$ cat src/rtl/fan_1to32_pkg.sv
// rtl/fan_1to32_pkg.sv - shared constants, state type and bit placement helper for fan_1to32
package fan_1to32_pkg;

    localparam int WORD_W = 32;
    localparam int CNT_W  = 5;

    localparam logic [CNT_W-1:0] CNT_LAST = 5'd31;

    typedef enum logic {
        ST_COLLECT = 1'b0,
        ST_STALL   = 1'b1
    } fan_state_t;

    // Word position of the serial bit with index pos within the frame.
    function automatic logic [CNT_W-1:0] bit_pos(input logic [CNT_W-1:0] pos, input logic lsb_first);
        return lsb_first ? pos : (CNT_LAST - pos);
    endfunction

endpackage

$ cat src/rtl/fan_shift32.sv
// rtl/fan_shift32.sv - serial-to-parallel shift register with 5-bit bit counter
//
// Ports:
//   clk, rst      clock, synchronous active-high reset
//   i_accept      a serial bit is taken this cycle
//   i_din         serial bit
//   i_sof         start of frame for the bit being taken
//   o_word        shift register contents with this cycle's bit merged in
//   o_cnt_next    counter value after this cycle
//   o_done        the bit taken this cycle completes a word (o_word is final)
//   o_restart     the bit taken this cycle discarded a partial word
module fan_shift32
    import fan_1to32_pkg::*;
#(
    parameter bit LSB_FIRST = 1'b1
) (
    input  logic              clk,
    input  logic              rst,
    input  logic              i_accept,
    input  logic              i_din,
    input  logic              i_sof,
    output logic [WORD_W-1:0] o_word,
    output logic [CNT_W-1:0]  o_cnt_next,
    output logic              o_done,
    output logic              o_restart
);

    logic [WORD_W-1:0] r_shift;
    logic [CNT_W-1:0]  r_cnt;

    logic              w_restart;
    logic [CNT_W-1:0]  w_pos;
    logic [WORD_W-1:0] w_word;

    // A start-of-frame bit on a non-empty register restarts the frame at position 0.
    assign w_restart = i_sof && (r_cnt != '0);
    assign w_pos     = w_restart ? '0 : r_cnt;

    always_comb begin
        w_word = w_restart ? '0 : r_shift;
        w_word[bit_pos(w_pos, LSB_FIRST)] = i_din;
    end

    assign o_word    = w_word;
    assign o_done    = i_accept && (w_pos == CNT_LAST);
    assign o_restart = i_accept && w_restart;

    always_comb begin
        o_cnt_next = r_cnt;
        if (i_accept) begin
            o_cnt_next = (w_pos == CNT_LAST) ? '0 : (w_pos + 1'b1);
        end
    end

    always_ff @(posedge clk) begin
        if (rst) begin
            r_shift <= '0;
            r_cnt   <= '0;
        end else if (i_accept) begin
            r_cnt   <= o_cnt_next;
            r_shift <= o_done ? '0 : w_word;
        end
    end

endmodule

$ cat src/rtl/fan_1to32.sv
// rtl/fan_1to32.sv - 1-bit serial to 32-bit parallel word assembler with backpressure
//
// Ports:
//   clk, rst                      clock, synchronous active-high reset
//   din, din_valid, din_sof       serial input bit, its valid, start-of-frame marker
//   din_ready                     serial bit accepted this cycle
//   a32, a32_valid, a32_ready     parallel output word handshake
//   drop                          one-cycle pulse when a partial word was discarded
module fan_1to32
    import fan_1to32_pkg::*;
#(
    parameter bit LSB_FIRST = 1'b1
) (
    input  logic              clk,
    input  logic              rst,
    input  logic              din,
    input  logic              din_valid,
    input  logic              din_sof,
    output logic              din_ready,
    output logic [WORD_W-1:0] a32,
    output logic              a32_valid,
    input  logic              a32_ready,
    output logic              drop
);

    fan_state_t        r_state;
    fan_state_t        w_state_next;
    logic [WORD_W-1:0] r_a32;
    logic              r_valid;
    logic              r_drop;

    logic              w_accept;
    logic              w_valid_next;
    logic [WORD_W-1:0] w_word;
    logic [CNT_W-1:0]  w_cnt_next;
    logic              w_done;
    logic              w_restart;

    // STALL means 31 bits are held and the output word is pending. A word leaving
    // this cycle frees the output register, so the 32nd bit can still be taken then.
    assign din_ready = (r_state == ST_COLLECT) || a32_ready;
    assign w_accept  = din_valid && din_ready;

    fan_shift32 #(
        .LSB_FIRST (LSB_FIRST)
    ) u_shift (
        .clk        (clk),
        .rst        (rst),
        .i_accept   (w_accept),
        .i_din      (din),
        .i_sof      (din_sof),
        .o_word     (w_word),
        .o_cnt_next (w_cnt_next),
        .o_done     (w_done),
        .o_restart  (w_restart)
    );

    assign w_valid_next = w_done || (r_valid && !a32_ready);

    always_comb begin
        w_state_next = ST_COLLECT;
        if ((w_cnt_next == CNT_LAST) && w_valid_next) begin
            w_state_next = ST_STALL;
        end
    end

    always_ff @(posedge clk) begin
        if (rst) begin
            r_state <= ST_COLLECT;
            r_a32   <= '0;
            r_valid <= 1'b0;
            r_drop  <= 1'b0;
        end else begin
            r_state <= w_state_next;
            r_valid <= w_valid_next;
            r_drop  <= w_restart;
            if (w_done) begin
                r_a32 <= w_word;
            end
        end
    end

    assign a32       = r_a32;
    assign a32_valid = r_valid;
    assign drop      = r_drop;

endmodule

$ cat config.mk
export PLATFORM = sky130hd
export DESIGN_NAME = fan_1to32
export DESIGN_NICKNAME = d
export VERILOG_FILES = /design/src/rtl/fan_1to32_pkg.sv /design/src/rtl/fan_shift32.sv /design/src/rtl/fan_1to32.sv
export SDC_FILE = /design/constraint.sdc
export NUM_CORES = 1
export LEC_CHECK = 0
export ABC_AREA = 1
export ABC_CLOCK_PERIOD_IN_PS = 4440
export CORE_MARGIN = 1.5
export CORE_UTILIZATION = 40
export DETAILED_ROUTE_END_ITERATION = 6
export SLEW_MARGIN = 10
export SYNTH_ARGS = -nofsm -noshare
export SYNTH_HDL_FRONTEND = slang
export SYNTH_HIERARCHICAL = 1
export SYNTH_SLANG_ARGS = --single-unit
$ cat constraint.sdc
create_clock -name clk -period 4.44 [get_ports clk]
set_clock_uncertainty 0.05 [all_clocks]
set_input_delay 0.888 -clock clk [delete_from_list [all_inputs] [get_ports clk]]
set_output_delay 0.888 -clock clk [all_outputs]
set_load 0.02 [all_outputs]
==> insert_results.sql, run 1 <==
INSERT INTO impl_metrics (metric_group, metric, value, unit) VALUES
('worst_setup_path', 'timing.critical_path.max_delay_family', 'buffers and inverters', ''),
('worst_setup_path', 'cp_cell_sequence', 'clkdlybuf4s50_1, inv_2, nand4_1, nor2_1, ha_1, nand2_1, inv_1, buf_4, inv_2, nand2_1, nand2_1, nor2_1', ''),
('cells_and_area', 'area_of_the_multi_input_gates', '0.00178', 'mm2'),
('yosys', 'synth.lib_cells_used.distinct', '27', ''),
('timing', 'tightestPinTransition', '1.14', 'ns'),
('pwr', 'comb_power_frac', '0.059', ''),
('clock_tree', 'numClockSinks', '72', ''),
('hold_path', 'worstHoldStart', 'u_shift/r_shift[7]$_SDFFE_PP0P_', ''),
('grt', 'groute.layer.met1.usage', '0.247', ''),
('placement', 'numPortBuffers', '40', ''),
('pwr', 'clock_power_share', '0.471', ''),
('worst_setup_path', 'critical_path_slowest_stage_cell', 'sky130_fd_sc_hd__clkdlybuf4s50_1', ''),
('worst_setup_path', 'worstSetupStartpoint', 'din_sof', ''),
('timing', 'finalHoldViolCount', '0', ''),
('detailed_routing', 'drtAntennaViolNets', '0', ''),
('worst_setup_path', 'crit_buf_inv', '5', ''),
('clock_tree', 'cts.reportedPaths.clkPinSlew', '0.08', 'ns'),
('clock_tree', 'clk-insertion-delay-late', '0.35', 'ns'),
('placement', 'hpwl', '5270', 'um'),
('floorplan', 'die_y', '96.2', 'um'),
('detailed_routing', 'first_iter_violations', '150', ''),
('cells_and_area', 'final-instance-count-excl-fill', '637', ''),
('yosys', 'share_of_synthesized_area_occupied_by_flip_flops_and_latches', '0.415', ''),
('worst_setup_path', 'crit_path_max_incr_delay', '0.55', 'ns'),
('yosys', 'netlist.top_cell.by_area', 'sky130_fd_sc_hd__dfxtp_1', ''),
('detailed_routing', 'dr.pass1.iters', '4', ''),
('yosys', 'synthDominantCellAreaShare', '0.415', ''),
('detailed_routing', 'via_per_inst', '5.22', ''),
('detailed_routing', 'drt-wirelength-per-cell', '13.5', 'um'),
('cells_and_area', 'sequential_cell_area', '0.00144', 'mm2'),
('placement', 'placed_cells_incl_taps', '621', ''),
('floorplan', 'design.portCount', '41', ''),
('yosys', 'mappedNetlistNets', '512', ''),
('worst_setup_path', 'cp_data_arrival_time', '3.25', 'ns'),
('grt', 'use_met3', '0.0450', ''),
('pwr', 'static-leakage-power', '0.00167', 'uW'),
('timing', 'rsz0062_at_grt', 'false', ''),
('timing', 'setup_violations', '0', ''),
('timing', 'fin_setup_tns', '0', 'ns'),
('worst_setup_path', 'worstPathMaxFanout', '33', ''),
('timing', 'timing.max_slew.rel_slack', '0.237', ''),
('clock_tree', 'clock_path_buffers', '2', ''),
('job', 'maxCapViolCount', '0', ''),
('outcome', 'result_of_the_run', 'finished, final reports clean', ''),
('yosys', 'synth.ff_latch_count', '72', ''),
('clock_tree', 'cts_buffers', '9', ''),
('grt', 'gr-max-usage-layer', 'met2', ''),
('cells_and_area', 'insertedDiodeCount', '0', ''),
('pwr', 'power.net_switching', '321', 'uW'),
('pwr', 'power.switching_fraction', '0.230', ''),
('worst_setup_path', 'end_kind', 'flip-flop', ''),
('worst_setup_path', 'worstSetupPathType', 'in -> reg', ''),
('timing', 'drv_slew', '0', ''),
('clock_tree', 'clk_root_buffer_cell', 'sky130_fd_sc_hd__clkbuf_8', ''),
('grt', 'grt_antenna_before_repair', '0', ''),
('yosys', 'yosys_warnings', '6', ''),
('cells_and_area', 'drive_gt1_frac', '0.0940', ''),
('clock_tree', 'h-tree-depth', '3', ''),
('timing', 'post_route_minimum_period', '3.02', 'ns'),
('pwr', 'sequentialPowerShare', '0.470', ''),
('grt', 'grt_max_degree', '40', ''),
('yosys', 'syn_inst', '503', ''),
('worst_setup_path', 'crit-reg2reg-launch', 'u_shift/r_cnt[1]$_SDFFE_PP0P_', ''),
('yosys', 'syn_area_per_cell', '6.91', 'um2'),
('grt', 'gr-usage-all-layers', '0.208', ''),
('yosys', 'syn-cell-area', '0.00348', 'mm2'),
('cells_and_area', 'nNetsFinal', '536', ''),
('clock_tree', 'resized_gates_after_cts', '0', ''),
('clock_tree', 'tritoncts', 'done', ''),
('pwr', 'vdd.ir_drop.worst', '0.181', 'mV'),
('floorplan', 'core.rowCount', '33', '');
cell type report:
type,count,share of cell area
Inverter,20,0.0182
Clock inverter,5,0.0249
Clock buffer,11,0.0367
Multi-Input combinational cell,378,0.431
Timing Repair Buffer,46,0.108
Tap cell,105,0.0319
Sequential cell,72,0.350
cells by family after synthesis:
logic type	Yosys count	share of synthesized area
buffers and inverters	53	0.0756
AND/OR/NAND/NOR	282	0.356
AO/OA/AOI/OAI	93	0.143
flip-flops	72	0.415
adder cells (fa/ha/maj)	3	0.0108
Yosys cell counts, drive strengths merged:
cell    number
nand2      128
nor2        81
dfxtp       72
o21ai       53
nand3       46
a21oi       39
inv         20
clkbuf      18
buf         15
and2        13
nand4       11
ha           3
or2          2
a21boi       1
nand3b       1
layout by cell type (no fill, tap or decap), types with 3 or more instances in the layout:
| cell | netlist | layout |
|---|---|---|
| sky130_fd_sc_hd__nand2_1 | 125 | 125 |
| sky130_fd_sc_hd__dfxtp_1 | 72 | 72 |
| sky130_fd_sc_hd__nor2_1 | 71 | 70 |
| sky130_fd_sc_hd__nand3_1 | 45 | 45 |
| sky130_fd_sc_hd__clkdlybuf4s50_1 | 0 | 40 |
| sky130_fd_sc_hd__a21oi_1 | 38 | 38 |
| sky130_fd_sc_hd__o21ai_0 | 34 | 34 |
| sky130_fd_sc_hd__inv_1 | 16 | 16 |
| sky130_fd_sc_hd__and2_1 | 13 | 13 |
| sky130_fd_sc_hd__o21ai_1 | 12 | 12 |
| sky130_fd_sc_hd__clkbuf_8 | 0 | 11 |
| sky130_fd_sc_hd__nand4_1 | 11 | 11 |
| sky130_fd_sc_hd__nor2_2 | 7 | 8 |
| sky130_fd_sc_hd__o21ai_2 | 7 | 7 |
| sky130_fd_sc_hd__buf_4 | 5 | 6 |
| sky130_fd_sc_hd__inv_2 | 4 | 4 |
| sky130_fd_sc_hd__bufinv_16 | 0 | 3 |
| sky130_fd_sc_hd__nor2_4 | 3 | 3 |
| sky130_fd_sc_hd__nand2_2 | 3 | 3 |
| sky130_fd_sc_hd__ha_1 | 3 | 3 |
tightest hold or removal path: stages (launching register included):
cell	delay, ns
sky130_fd_sc_hd__dfxtp_1	0.31
sky130_fd_sc_hd__nand2_1	0.06
sky130_fd_sc_hd__a21oi_1	0.06
per-layer routing:
layer / wire length [um] / vias up / part of all wire
met4: 112 / 0 / 0.013
met1: 3970 / 1567 / 0.46
met5: 0 / - / 0
li1: - / 1695 / -
met3: 284 / 10 / 0.033
met2: 4250 / 54 / 0.49
sequential cells by signal (all words and copies together) (netlist names):
signal           flops
a32                 32
a32_valid            1
drop                 1
r_state              1
u_shift/r_cnt        5
u_shift/r_shift     32
power groups by stage:
stage | Combinational [uW] | Sequential, uW | Clock, uW
after floorplan | 64.3 | 665 | 0
after global placement | 82.0 | 669 | 0
after detailed placement | 82.5 | 669 | 0
after CTS | 83.1 | 654 | 672
after global routing | 90.9 | 655 | 698
final | 82.5 | 654 | 655
through the flow:
step	area (um2)	hold slack (ns)	utilization	power, uW	worst slack (ns)
6_report	4120	0.419	0.497	1390	1.42
5_1_grt	4120	0.437	0.497	1440	1.11
4_1_cts	4120	0.419	0.497	1410	1.39
3_5_place_dp	3870	0.407	0.466	752	1.02
3_3_place_gp	3870	0.401	0.466	751	1.12
2_1_floorplan	3480	0.395	-	729	2.07
worst paths after layout:
check | to | slack [ns] | cells after the start
min | u_shift/r_shift[7]$_SDFFE_PP0P_ | 0.42 | 2
max reg2reg | u_shift/r_shift[21]$_SDFFE_PP0P_ | 1.74 | 9
min reg2reg | u_shift/r_shift[7]$_SDFFE_PP0P_ | 0.42 | 2
max | r_state$_SDFF_PP0_ | 1.42 | 12
Power figures use the tool's default switching activity.
==> inputs of run 2 (changes only) <==
Settings changed: ABC_CLOCK_PERIOD_IN_PS 4440 to 3100.
Clock period 4.44 ns to 3.1 ns, I/O delays scaled along.
==> run 2 against run 1 <==
Compared with the run above: non-clock buffer count increased by 2; sequential power is 43% higher; global-route usage grew 0.052 points; wire length rose by 0.58%; cell area shrank 1.9%; register-to-register slack got worse by 1.0 ns; worst hold slack worse by 0.0017 ns; combinational power increased by 47%; clock-buffer cell count is 1 higher; critical path depth shrank 1; clock power decreased by 0.9%; largest cell class unchanged.
==> insert_results.sql, run 2 (same netlist as run 1, synthesis figures left out) <==
INSERT INTO impl_metrics (metric_group, metric, value, unit) VALUES
('outcome', 'result_of_the_run', 'finished, final reports clean', ''),
('clock_tree', 'numClockSinks', '72', ''),
('clock_tree', 'clk_root_buffer_cell', 'sky130_fd_sc_hd__clkbuf_8', ''),
('worst_setup_path', 'worstPathMaxFanout', '33', ''),
('worst_setup_path', 'timing.critical_path.mode_cell', 'sky130_fd_sc_hd__nand2_1', ''),
('worst_setup_path', 'critPathRequiredTime', '3.30', 'ns'),
('worst_setup_path', 'cp_data_arrival_time', '2.67', 'ns'),
('floorplan', 'core.rowCount', '33', ''),
('clock_tree', 'clock_path_buffers', '2', ''),
('cells_and_area', 'drive_gt1_frac', '0.0904', ''),
('floorplan', 'initial_core_util', '0.419', ''),
('detailed_routing', 'postRouteWirelength', '8660', 'um'),
('grt', 'gr-usage-all-layers', '0.209', ''),
('placement', 'numPortBuffers', '40', ''),
('cells_and_area', 'insertedDiodeCount', '0', ''),
('floorplan', 'fp.coreArea', '0.00830', 'mm2'),
('detailed_routing', 'dr.pass1.iters', '5', ''),
('floorplan', 'design.portCount', '41', ''),
('grt', 'grt_overflow', '0', ''),
('floorplan', 'die_w', '96.2', 'um'),
('detailed_routing', 'via_per_inst', '5.25', ''),
('detailed_routing', 'vias', '3340', ''),
('timing', 'fmax', '405', 'MHz'),
('floorplan', 'die_area', '0.00926', 'mm2'),
('cells_and_area', 'final-instance-count-excl-fill', '636', ''),
('placement', 'hpwl', '5310', 'um'),
('cells_and_area', 'most_common_cell_after_layout_fill_and_taps_aside', 'sky130_fd_sc_hd__nand2_1', ''),
('worst_setup_path', 'end_kind', 'flip-flop', ''),
('clock_tree', 'cts_buffers', '9', ''),
('timing', 'rsz0062_at_grt', 'false', ''),
('clock_tree', 'cts.reportedPaths.clkPinSlew', '0.07', 'ns'),
('timing', 'fin_setup_tns', '0', 'ns'),
('clock_tree', 'resized_gates_after_cts', '0', ''),
('pwr', 'vdd.ir_drop.worst', '0.209', 'mV'),
('worst_setup_path', 'crit_path_max_incr_delay', '0.63', 'ns'),
('clock_tree', 'h-tree-depth', '3', ''),
('placement', 'gpl.final_weighted_congestion', '0.884', ''),
('cells_and_area', 'layout-area-overhead-vs-synth', '16.3', '%'),
('timing', 'drv_slew', '0', ''),
('worst_setup_path', 'critical_path_slowest_stage_cell', 'sky130_fd_sc_hd__clkdlybuf4s50_1', ''),
('timing', 'finalHoldViolCount', '0', ''),
('job', 'maxCapViolCount', '0', ''),
('timing', 'timing.max_slew.rel_slack', '0.486', ''),
('clock_tree', 'tritoncts', 'done', ''),
('cells_and_area', 'nNetsFinal', '538', ''),
('detailed_routing', 'first_iter_violations', '165', ''),
('pwr', 'static-leakage-power', '0.00164', 'uW'),
('hold_path', 'min-delay-path-class', 'reg -> reg', ''),
('placement', 'pre_cts_ws', '0.260', 'ns'),
('clock_tree', 'clk-insertion-delay-late', '0.35', 'ns'),
('clock_tree', 'post-cts-setup-buffer-count', '0', ''),
('timing', 'tightestPinTransition', '0.771', 'ns'),
('timing', 'finalCritPeriodShare', '0.797', ''),
('worst_setup_path', 'cp_cell_sequence', 'clkdlybuf4s50_1, inv_2, nand4_1, nor2_1, ha_1, nand2_1, inv_1, inv_2, nand2_1, nand2_1, inv_1', ''),
('detailed_routing', 'drt-wirelength-per-cell', '13.6', 'um'),
('timing', 'post_route_minimum_period', '2.47', 'ns'),
('placement', 'placed_cells_incl_taps', '623', ''),
('grt', 'grt_max_degree', '40', ''),
('timing', 'hold_slack', '0.417', 'ns'),
('floorplan', 'die_y', '96.2', 'um'),
('grt', 'grt_pass1_wl', '14900', 'um'),
('cells_and_area', 'layout.cells.most_common_list', 'sky130_fd_sc_hd__nand2_1, sky130_fd_sc_hd__dfxtp_1, sky130_fd_sc_hd__nor2_1, sky130_fd_sc_hd__nand3_1, sky130_fd_sc_hd__clkdlybuf4s50_1', ''),
('timing', 'fin_ws', '0.630', 'ns'),
('detailed_routing', 'drc', '0', ''),
('grt', 'grt_antenna_before_repair', '0', ''),
('clock_tree', 'count_of_hold_buffers_inserted_by_post_cts_repair', '0', ''),
('detailed_routing', 'drtAntennaViolNets', '0', ''),
('worst_setup_path', 'worstSetupPathType', 'in -> reg', ''),
('grt', 'grt_pass1_vias', '3187', ''),
('pwr', 'p_per_area', '422', 'mW/mm2'),
('timing', 'setup_violations', '0', ''),
('worst_setup_path', 'start_kind', 'primary input', '');
==> run 2: cell count changes in the layout (fill, tap and decap cells not counted), sizes merged <==
cell      delta
buf          +2
bufinv       -3
clkbuf       +1
clkinvlp     -1
==> run 2: area by class of cell <==
cell class	count	area (um2)
Tap cell	105	131
Sequential cell	72	1440
Fill cell	828	4260
Multi-Input combinational cell	378	1780
Clock inverter	1	5.00
Inverter	20	75.1
Timing Repair Buffer	48	460
Clock buffer	12	155
==> run 2: worst max-delay path: cells and delay by family <==
family	cells	cell delay, ns
adder cells (fa/ha/maj)	1	0.20
buffers and inverters	5	1.31
AND/OR/NAND/NOR	5	0.53
==> run 2: per-layer routing <==
layer,part of all wire,track usage,vias up
li1,-,-,1688
met4,0.014,0.0882,0
met2,0.47,0.343,75
met1,0.47,0.259,1567
met5,0,0,-
met3,0.043,0.0490,10
==> run 2: final timing paths <==
check	start	slack, ns	to	cells after the start
setup / recovery	din_sof	0.63	a32_valid$_SDFF_PP0_	11
hold reg to reg	u_shift/r_shift[25]$_SDFFE_PP0P_	0.42	u_shift/r_shift[25]$_SDFFE_PP0P_	2
setup reg to reg	u_shift/r_cnt[1]$_SDFFE_PP0P_	0.72	a32[8]$_SDFFE_PP0P_	9
hold / removal	u_shift/r_shift[25]$_SDFFE_PP0P_	0.42	u_shift/r_shift[25]$_SDFFE_PP0P_	2
==> run 2: per-stage QoR <==
step | total power [uW] | instance area, um2 | utilization
finish | 1710 | 4040 | 0.487
global route | 1780 | 4040 | 0.487
CTS | 1730 | 4040 | 0.487
detailed placement | 1080 | 3880 | 0.468
global placement | 1080 | 3880 | 0.468
floorplan | 1040 | 3480 | -
==> run 2: power breakdown <==
| part | switching (uW) | total, uW | leakage, uW | internal (uW) |
|---|---|---|---|---|
| Sequential | 8.45 | 937 | 0.000580 | 929 |
| Combinational | 89.4 | 121 | 0.000979 | 31.2 |
| Clock | 329 | 649 | 0.0000842 | 320 |
==> inputs of run 3 (changes only) <==
Settings changed: ABC_CLOCK_PERIOD_IN_PS 3100 to 2250.
Clock period 3.1 ns to 2.25 ns, I/O delays scaled along.
==> run 3 against run 2 <==
Compared with the run above: non-clock buffer count is 23 higher; largest power group unchanged; flip-flop and latch count unchanged; die area is the same; clock-buffer cell count unchanged; highest routed layer unchanged; register-to-register slack lost 0.46 ns; largest cell class unchanged.
==> insert_results.sql, run 3 (same netlist as run 1, synthesis figures left out) <==
INSERT INTO impl_metrics (metric_group, metric, value, unit) VALUES
('outcome', 'result_of_the_run', 'finished, final reports clean', ''),
('clock_tree', 'cts.reportedPaths.clkPinSlew', '0.06', 'ns'),
('worst_setup_path', 'timing.critical_path.max_delay_family', 'buffers and inverters', ''),
('floorplan', 'die_y', '96.2', 'um'),
('cells_and_area', 'layout-area-overhead-vs-synth', '23.1', '%'),
('pwr', 'power.switching_fraction', '0.249', ''),
('timing', 'fmax', '477', 'MHz'),
('floorplan', 'die_w', '96.2', 'um'),
('worst_setup_path', 'critPathRequiredTime', '1.75', 'ns'),
('timing', 'setup_violations', '0', ''),
('worst_setup_path', 'crit_path_max_incr_delay', '0.60', 'ns'),
('worst_setup_path', 'crit_buf_inv', '3', ''),
('placement', 'numPortBuffers', '40', ''),
('timing', 'timing.max_slew.rel_slack', '0.681', ''),
('grt', 'grt_pass1_vias', '3202', ''),
('clock_tree', 'cts_buffers', '9', ''),
('clock_tree', 'post-cts-setup-buffer-count', '0', ''),
('grt', 'grt_pass1_wl', '15100', 'um'),
('detailed_routing', 'drtAntennaViolNets', '0', ''),
('worst_setup_path', 'r2r_cells', '10', ''),
('pwr', 'sequentialPowerShare', '0.537', ''),
('cells_and_area', 'insertedDiodeCount', '0', ''),
('hold_path', 'min-delay-path-class', 'reg -> reg', ''),
('clock_tree', 'count_of_hold_buffers_inserted_by_post_cts_repair', '0', ''),
('detailed_routing', 'dr.pass1.iters', '4', ''),
('worst_setup_path', 'r2r_slack', '0.26', 'ns'),
('grt', 'grt_max_degree', '38', ''),
('detailed_routing', 'postRouteWirelength', '8630', 'um'),
('pwr', 'static-leakage-power', '0.00179', 'uW'),
('timing', 'tightestPinTransition', '0.478', 'ns'),
('detailed_routing', 'drt-wirelength-per-cell', '13.1', 'um'),
('cells_and_area', 'most_common_cell_after_layout_fill_and_taps_aside', 'sky130_fd_sc_hd__nand2_1', ''),
('placement', 'hpwl', '5870', 'um'),
('grt', 'grt_overflow', '0', ''),
('cells_and_area', 'layout.cells.most_common_list', 'sky130_fd_sc_hd__nand2_1, sky130_fd_sc_hd__dfxtp_1, sky130_fd_sc_hd__nor2_1, sky130_fd_sc_hd__nand3_1, sky130_fd_sc_hd__clkdlybuf4s50_1', ''),
('worst_setup_path', 'worstPathMaxFanout', '3', ''),
('timing', 'finalCritPeriodShare', '0.932', ''),
('cells_and_area', 'drive_gt1_frac', '0.128', ''),
('worst_setup_path', 'cp_data_arrival_time', '1.60', 'ns'),
('clock_tree', 'clk_root_buffer_cell', 'sky130_fd_sc_hd__clkbuf_8', ''),
('worst_setup_path', 'start_kind', 'primary input', ''),
('placement', 'placed_cells_incl_taps', '646', ''),
('floorplan', 'core.rowCount', '33', ''),
('detailed_routing', 'via_per_inst', '5.08', ''),
('worst_setup_path', 'path_depth', '4', ''),
('clock_tree', 'h-tree-depth', '3', ''),
('pwr', 'comb_power_frac', '0.088', ''),
('hold_path', 'worst_hold_path.num_cells', '2', ''),
('worst_setup_path', 'end_kind', 'output pin', ''),
('floorplan', 'fp.coreArea', '0.00830', 'mm2'),
('pwr', 'design_power_total', '2390', 'uW'),
('hold_path', 'worstHoldStart', 'u_shift/r_shift[12]$_SDFFE_PP0P_', ''),
('cells_and_area', 'final-instance-count-excl-fill', '659', ''),
('floorplan', 'design.portCount', '41', ''),
('cells_and_area', 'nNetsFinal', '561', ''),
('detailed_routing', 'first_iter_violations', '185', ''),
('worst_setup_path', 'worstSetupPathType', 'in -> out', ''),
('floorplan', 'initial_core_util', '0.419', ''),
('detailed_routing', 'vias', '3348', ''),
('detailed_routing', 'drc', '0', ''),
('clock_tree', 'numClockSinks', '72', ''),
('worst_setup_path', 'cp_cell_sequence', 'clkdlybuf4s50_1, inv_1, nand2_1, clkdlybuf4s50_1', ''),
('worst_setup_path', 'crit-reg2reg-launch', 'u_shift/r_cnt[1]$_SDFFE_PP0P_', ''),
('timing', 'rsz0062_at_grt', 'false', ''),
('timing', 'post_route_minimum_period', '2.10', 'ns'),
('worst_setup_path', 'worstSetupStartpoint', 'a32_ready', ''),
('worst_setup_path', 'critical_path_slowest_stage_cell', 'sky130_fd_sc_hd__clkdlybuf4s50_1', ''),
('worst_setup_path', 'timing.critical_path.mode_cell', 'sky130_fd_sc_hd__clkdlybuf4s50_1', ''),
('pwr', 'intPower', '1800', 'uW'),
('clock_tree', 'clock_path_buffers', '2', ''),
('job', 'maxCapViolCount', '0', ''),
('timing', 'drv_slew', '0', ''),
('clock_tree', 'clk-insertion-delay-late', '0.34', 'ns'),
('timing', 'finalHoldViolCount', '0', ''),
('grt', 'gr-usage-all-layers', '0.212', ''),
('clock_tree', 'tritoncts', 'done', ''),
('pwr', 'power.net_switching', '596', 'uW'),
('placement', 'gpl.final_weighted_congestion', '0.883', ''),
('pwr', 'p_per_area', '559', 'mW/mm2'),
('floorplan', 'die_area', '0.00926', 'mm2'),
('clock_tree', 'resized_gates_after_cts', '0', ''),
('pwr', 'vdd.ir_drop.worst', '0.256', 'mV'),
('pwr', 'clock_power_share', '0.375', ''),
('grt', 'grt_antenna_before_repair', '0', '');
run 3: cell types whose count changed in the layout (fill, tap and decap cells not counted):
| cell | previous run | this run |
|---|---|---|
| sky130_fd_sc_hd__buf_12 | 0 | 5 |
| sky130_fd_sc_hd__dlymetal6s2s_1 | 0 | 1 |
| sky130_fd_sc_hd__clkdlybuf4s50_1 | 40 | 39 |
| sky130_fd_sc_hd__buf_4 | 8 | 26 |
run 3: path summary, 6_finish.rpt:
check | to
worst max register to register | u_shift/r_shift[14]$_SDFFE_PP0P_
worst min-delay path | u_shift/r_shift[12]$_SDFFE_PP0P_
worst min register to register | u_shift/r_shift[12]$_SDFFE_PP0P_
worst max-delay path | din_ready
run 3: power groups by stage:
stage	Combinational, uW	Sequential [uW]	Clock, uW
2_1_floorplan	127	1310	0
3_5_place_dp	213	1310	0
5_1_grt	234	1280	985
6_report	211	1280	898
4_1_cts	214	1280	912
3_3_place_gp	213	1310	0
run 3: worst reg2reg max path: stages (launching register included):
cell	delay, ns
sky130_fd_sc_hd__dfxtp_1	0.32
sky130_fd_sc_hd__nor2_1	0.20
sky130_fd_sc_hd__nand3_2	0.13
sky130_fd_sc_hd__a21oi_2	0.23
sky130_fd_sc_hd__inv_1	0.09
sky130_fd_sc_hd__ha_1	0.35
sky130_fd_sc_hd__nand2_1	0.15
sky130_fd_sc_hd__nand3_1	0.07
sky130_fd_sc_hd__o21ai_1	0.12
sky130_fd_sc_hd__nand2_1	0.08
sky130_fd_sc_hd__a21oi_1	0.12
run 3: stage by stage:
step	area, um2	setup WS [ns]	utilization	hold WS, ns	TNS (ns)
CTS	4280	0.142	0.516	0.416	0
detailed placement	4120	-0.138	0.496	0.406	-2.72
global placement	4120	-0.0939	0.496	0.402	-1.07
floorplan	3480	0.233	-	0.395	0
global route	4280	0.0390	0.516	0.437	0
finish	4280	0.152	0.516	0.416	0
run 3: layout make-up:
class | instances | area, um2
fill | 834 | 4020
multi-input combinational | 378 | 1780
sequential | 72 | 1440
timing repair buffer | 71 | 698
clock buffer | 12 | 155
tap | 105 | 131
inverter | 20 | 75.1
clock inverter | 1 | 5.00
run 3: metal layers:
layer	track usage	share of wire	up-vias
met4	0.0576	0.0093	0
met5	0	0	-
met3	0.0458	0.036	8
met2	0.350	0.49	55
met1	0.277	0.47	1555
li1	-	-	1730
==> edit, RTL diff (settings of run 3) <==
`LSB_FIRST` is set to 1'b1 in 2 places; all go to 1'b0.
--- a/src/rtl/fan_shift32.sv
+++ b/src/rtl/fan_shift32.sv
@@ -12,7 +12,7 @@
 module fan_shift32
     import fan_1to32_pkg::*;
 #(
-    parameter bit LSB_FIRST = 1'b1
+    parameter bit LSB_FIRST = 1'b0
 ) (
     input  logic              clk,
     input  logic              rst,
--- a/src/rtl/fan_1to32.sv
+++ b/src/rtl/fan_1to32.sv
@@ -9,7 +9,7 @@
 module fan_1to32
     import fan_1to32_pkg::*;
 #(
-    parameter bit LSB_FIRST = 1'b1
+    parameter bit LSB_FIRST = 1'b0
 ) (
     input  logic              clk,
     input  logic              rst,
Function: same outputs for any inputs over 10 cycles, from zero or initial values and one cycle with rst high; that may be too few to reach the edited logic, so the function may still have changed.
==> edit against run 3 <==
- wire length rose by 12%
- area after synthesis rose by 7.8%
- count of clock-buffer cells in the layout fell by 1
- sequential share of layout area fell by 2.8 points
- design area rose by 9.9%
- worst setup slack got worse by 30 ps
- first-iteration DRC count rose by 11%
- power rose by 8.5%
- sequential cell count did not move
==> edit: results (changes against run 3) <==
** Clock network
- Clock slew seen by the registers of the worst setup and hold paths :: 80 ps (+20 ps)
- The number of buffers added by the clock tree synthesis step is 9 (unchanged).
- Source-to-sink clock delay at the later pin of the worst-skew pair :: 350 ps
- Clock buffer depth :: 2 (unchanged)
- Clock Tree Root :: sky130_fd_sc_hd__clkbuf_8
- Number of buffers inserted by post-CTS setup repair :: 0 (unchanged)
- The count of H-tree levels built during CTS was 3 (unchanged).

** Cells and area
- The fraction of final layout cells with drive strength greater than 1 came to 0.184 (+0.0561).
- The number of inserted filler cells in the final layout is 914 (+9.6%).
- Non-filler cells, final :: 697 (+5.8%)
- Net count reported at finish :: 592 (+5.5%)
- The number of inserted diodes came to 0 (unchanged).

** Place
- The quantity of I/O buffers inserted on ports is 40 (unchanged).
- The placement-stage worst setup slack is -364 ps (-225 ps).
- The weighted congestion at the end of routability-driven global placement was 0.809 (-8.4%).
- The HPWL reported at the end of detailed placement came to 6220 µm (+5.8%).
- The total cell area at the placement stage is 4410 µm² (+7.0%).
- Cell count after placement :: 680 (+5.3%)

** Hold path
- Worst min-delay path category :: reg2reg
- Worst hold path cell count :: 2 (unchanged)

** Yosys
- The Yosys warning count was 6 (unchanged).
- The number of different library cells in the post-synthesis netlist was 29 (+7.4%).
- The fraction of synthesis flops using an asynchronous set or reset pin came to 0 (unchanged).
- Part of the Yosys area used for sequential elements :: 0.385 (-0.0299)
- The commonest cells after synthesis are sky130_fd_sc_hd__nand2_1, sky130_fd_sc_hd__dfxtp_1, sky130_fd_sc_hd__nor2_1, sky130_fd_sc_hd__nand3_1, sky130_fd_sc_hd__a21oi_1.
- Leading cell types by total area after synthesis :: sky130_fd_sc_hd__dfxtp_1, sky130_fd_sc_hd__nand2_1, sky130_fd_sc_hd__nand3_1
- The net count after synthesis was 543 (+6.1%).
- Leading register cell type out of synthesis :: sky130_fd_sc_hd__dfxtp_1
- The synthesized area divided by synthesized cell count came to 7.04 µm² (+1.9%).

** Setup path
- The maximum fanout count along the critical path was 6 (+3).
- Length in cells of the worst reg-to-reg path :: 19 (+9)
- Crit path DAT :: 2320 ps (+720 ps)

** Detailed routing
- Via density per instance :: 5.28 (+3.8%)
- Final Routed Wirelength :: 9630 µm (+12%)
- Violation count after the first detailed-routing iteration :: 205 (+11%)
- The number of detailed-routing iterations run before antenna repair is 5 (+1).

** Global routing
- The number of global-route vias before repair was 3535 (+10%).
- The met3 track utilization from global routing came to 0.0397 (-0.00612).
- Wire length of the first global-routing pass :: 16400 µm (+8.2%)
- The global-route track usage on met2 is 0.349 (-0.000733).
- Pin count of the biggest net entering global routing :: 39 (+2.6%)
- Initial antenna violation count :: 0 (unchanged)
- Met1 track demand over resource :: 0.261 (-0.0158)
- Overall global routing resource usage :: 0.204 (-0.00769)

** Power
- The leakage power summed over all cells was 1.99 nW (+11%).
- The power density over cell area came to 552 nW/µm² (-1.3%).
- The worst voltage drop across the vdd grid is 232 µV (-9.1%).

** Run status
- The run finished with clean final reports.

** Timing
- The relative slew slack was 0.674 (-0.00630).
[edit: cell type report]
class	count	share of cell area
inverter	24	0.0234
multi-input combinational	396	0.430
clock inverter	5	0.0114
timing repair buffer	78	0.165
sequential	72	0.309
clock buffer	11	0.0322
tap	111	0.0295
[edit: final timing paths]
kind              slack (ps)                from                  to
hold / removal           420  u_shift/r_shift[5]  u_shift/r_shift[5]
setup / recovery         120    u_shift/r_cnt[4]             r_state
hold reg to reg          420  u_shift/r_shift[5]  u_shift/r_shift[5]
setup reg to reg         120    u_shift/r_cnt[4]             r_state
[edit: critical path, stage by stage (launching register included)]
cell and delay (ps):
sky130_fd_sc_hd__dfxtp_4 360, sky130_fd_sc_hd__nor2_4 100, sky130_fd_sc_hd__nand3_2 100, sky130_fd_sc_hd__nand2_4 100
sky130_fd_sc_hd__inv_4 40, sky130_fd_sc_hd__nor2_4 100, sky130_fd_sc_hd__ha_4 160, sky130_fd_sc_hd__inv_4 40
sky130_fd_sc_hd__nor2_4 90, sky130_fd_sc_hd__inv_2 60, sky130_fd_sc_hd__nor2_2 110, sky130_fd_sc_hd__ha_2 220
sky130_fd_sc_hd__nor2_4 70, sky130_fd_sc_hd__buf_4 140, sky130_fd_sc_hd__nand2_2 60, sky130_fd_sc_hd__nand2_1 50
sky130_fd_sc_hd__nand2_1 50, sky130_fd_sc_hd__inv_1 30, sky130_fd_sc_hd__nand2_1 50, sky130_fd_sc_hd__nor2_1 40
[edit: metrics by stage]
step	hold WS (ps)	power, mW
after floorplan	394	1.46
after global placement	401	1.54
after detailed placement	406	1.55
after CTS	417	2.62
after global routing	439	2.71
final	419	2.60
[edit: what timing repair did]
item / 4_1_cts / 5_1_grt
gates resized for setup: 1 / 18
hold buffers: 0 / 0
cloned: 0 / 1
setup endpoints to repair: 1 / 38
pin swaps: 0 / 7
[edit: power by group]
part | switching, mW | internal [mW]
Combinational | 0.152 | 0.0888
Clock | 0.504 | 0.570
Sequential | 0.00507 | 1.28
[edit: kinds of logic after synthesis]
logic type / Yosys count / synth area share
AO/OA/AOI/OAI: 79 / 0.120
adder cells (fa/ha/maj): 5 / 0.0167
buffers and inverters: 64 / 0.0915
flip-flops: 72 / 0.385
AND/OR/NAND/NOR: 312 / 0.387
[edit: per-layer routing]
layer  wire length, µm  vias up  share of wire
li1                  -     1853              -
met1              4480     1732           0.47
met2              4650       82           0.48
met3               384       10          0.040
met4               118        0          0.012
met5                 0        -              0
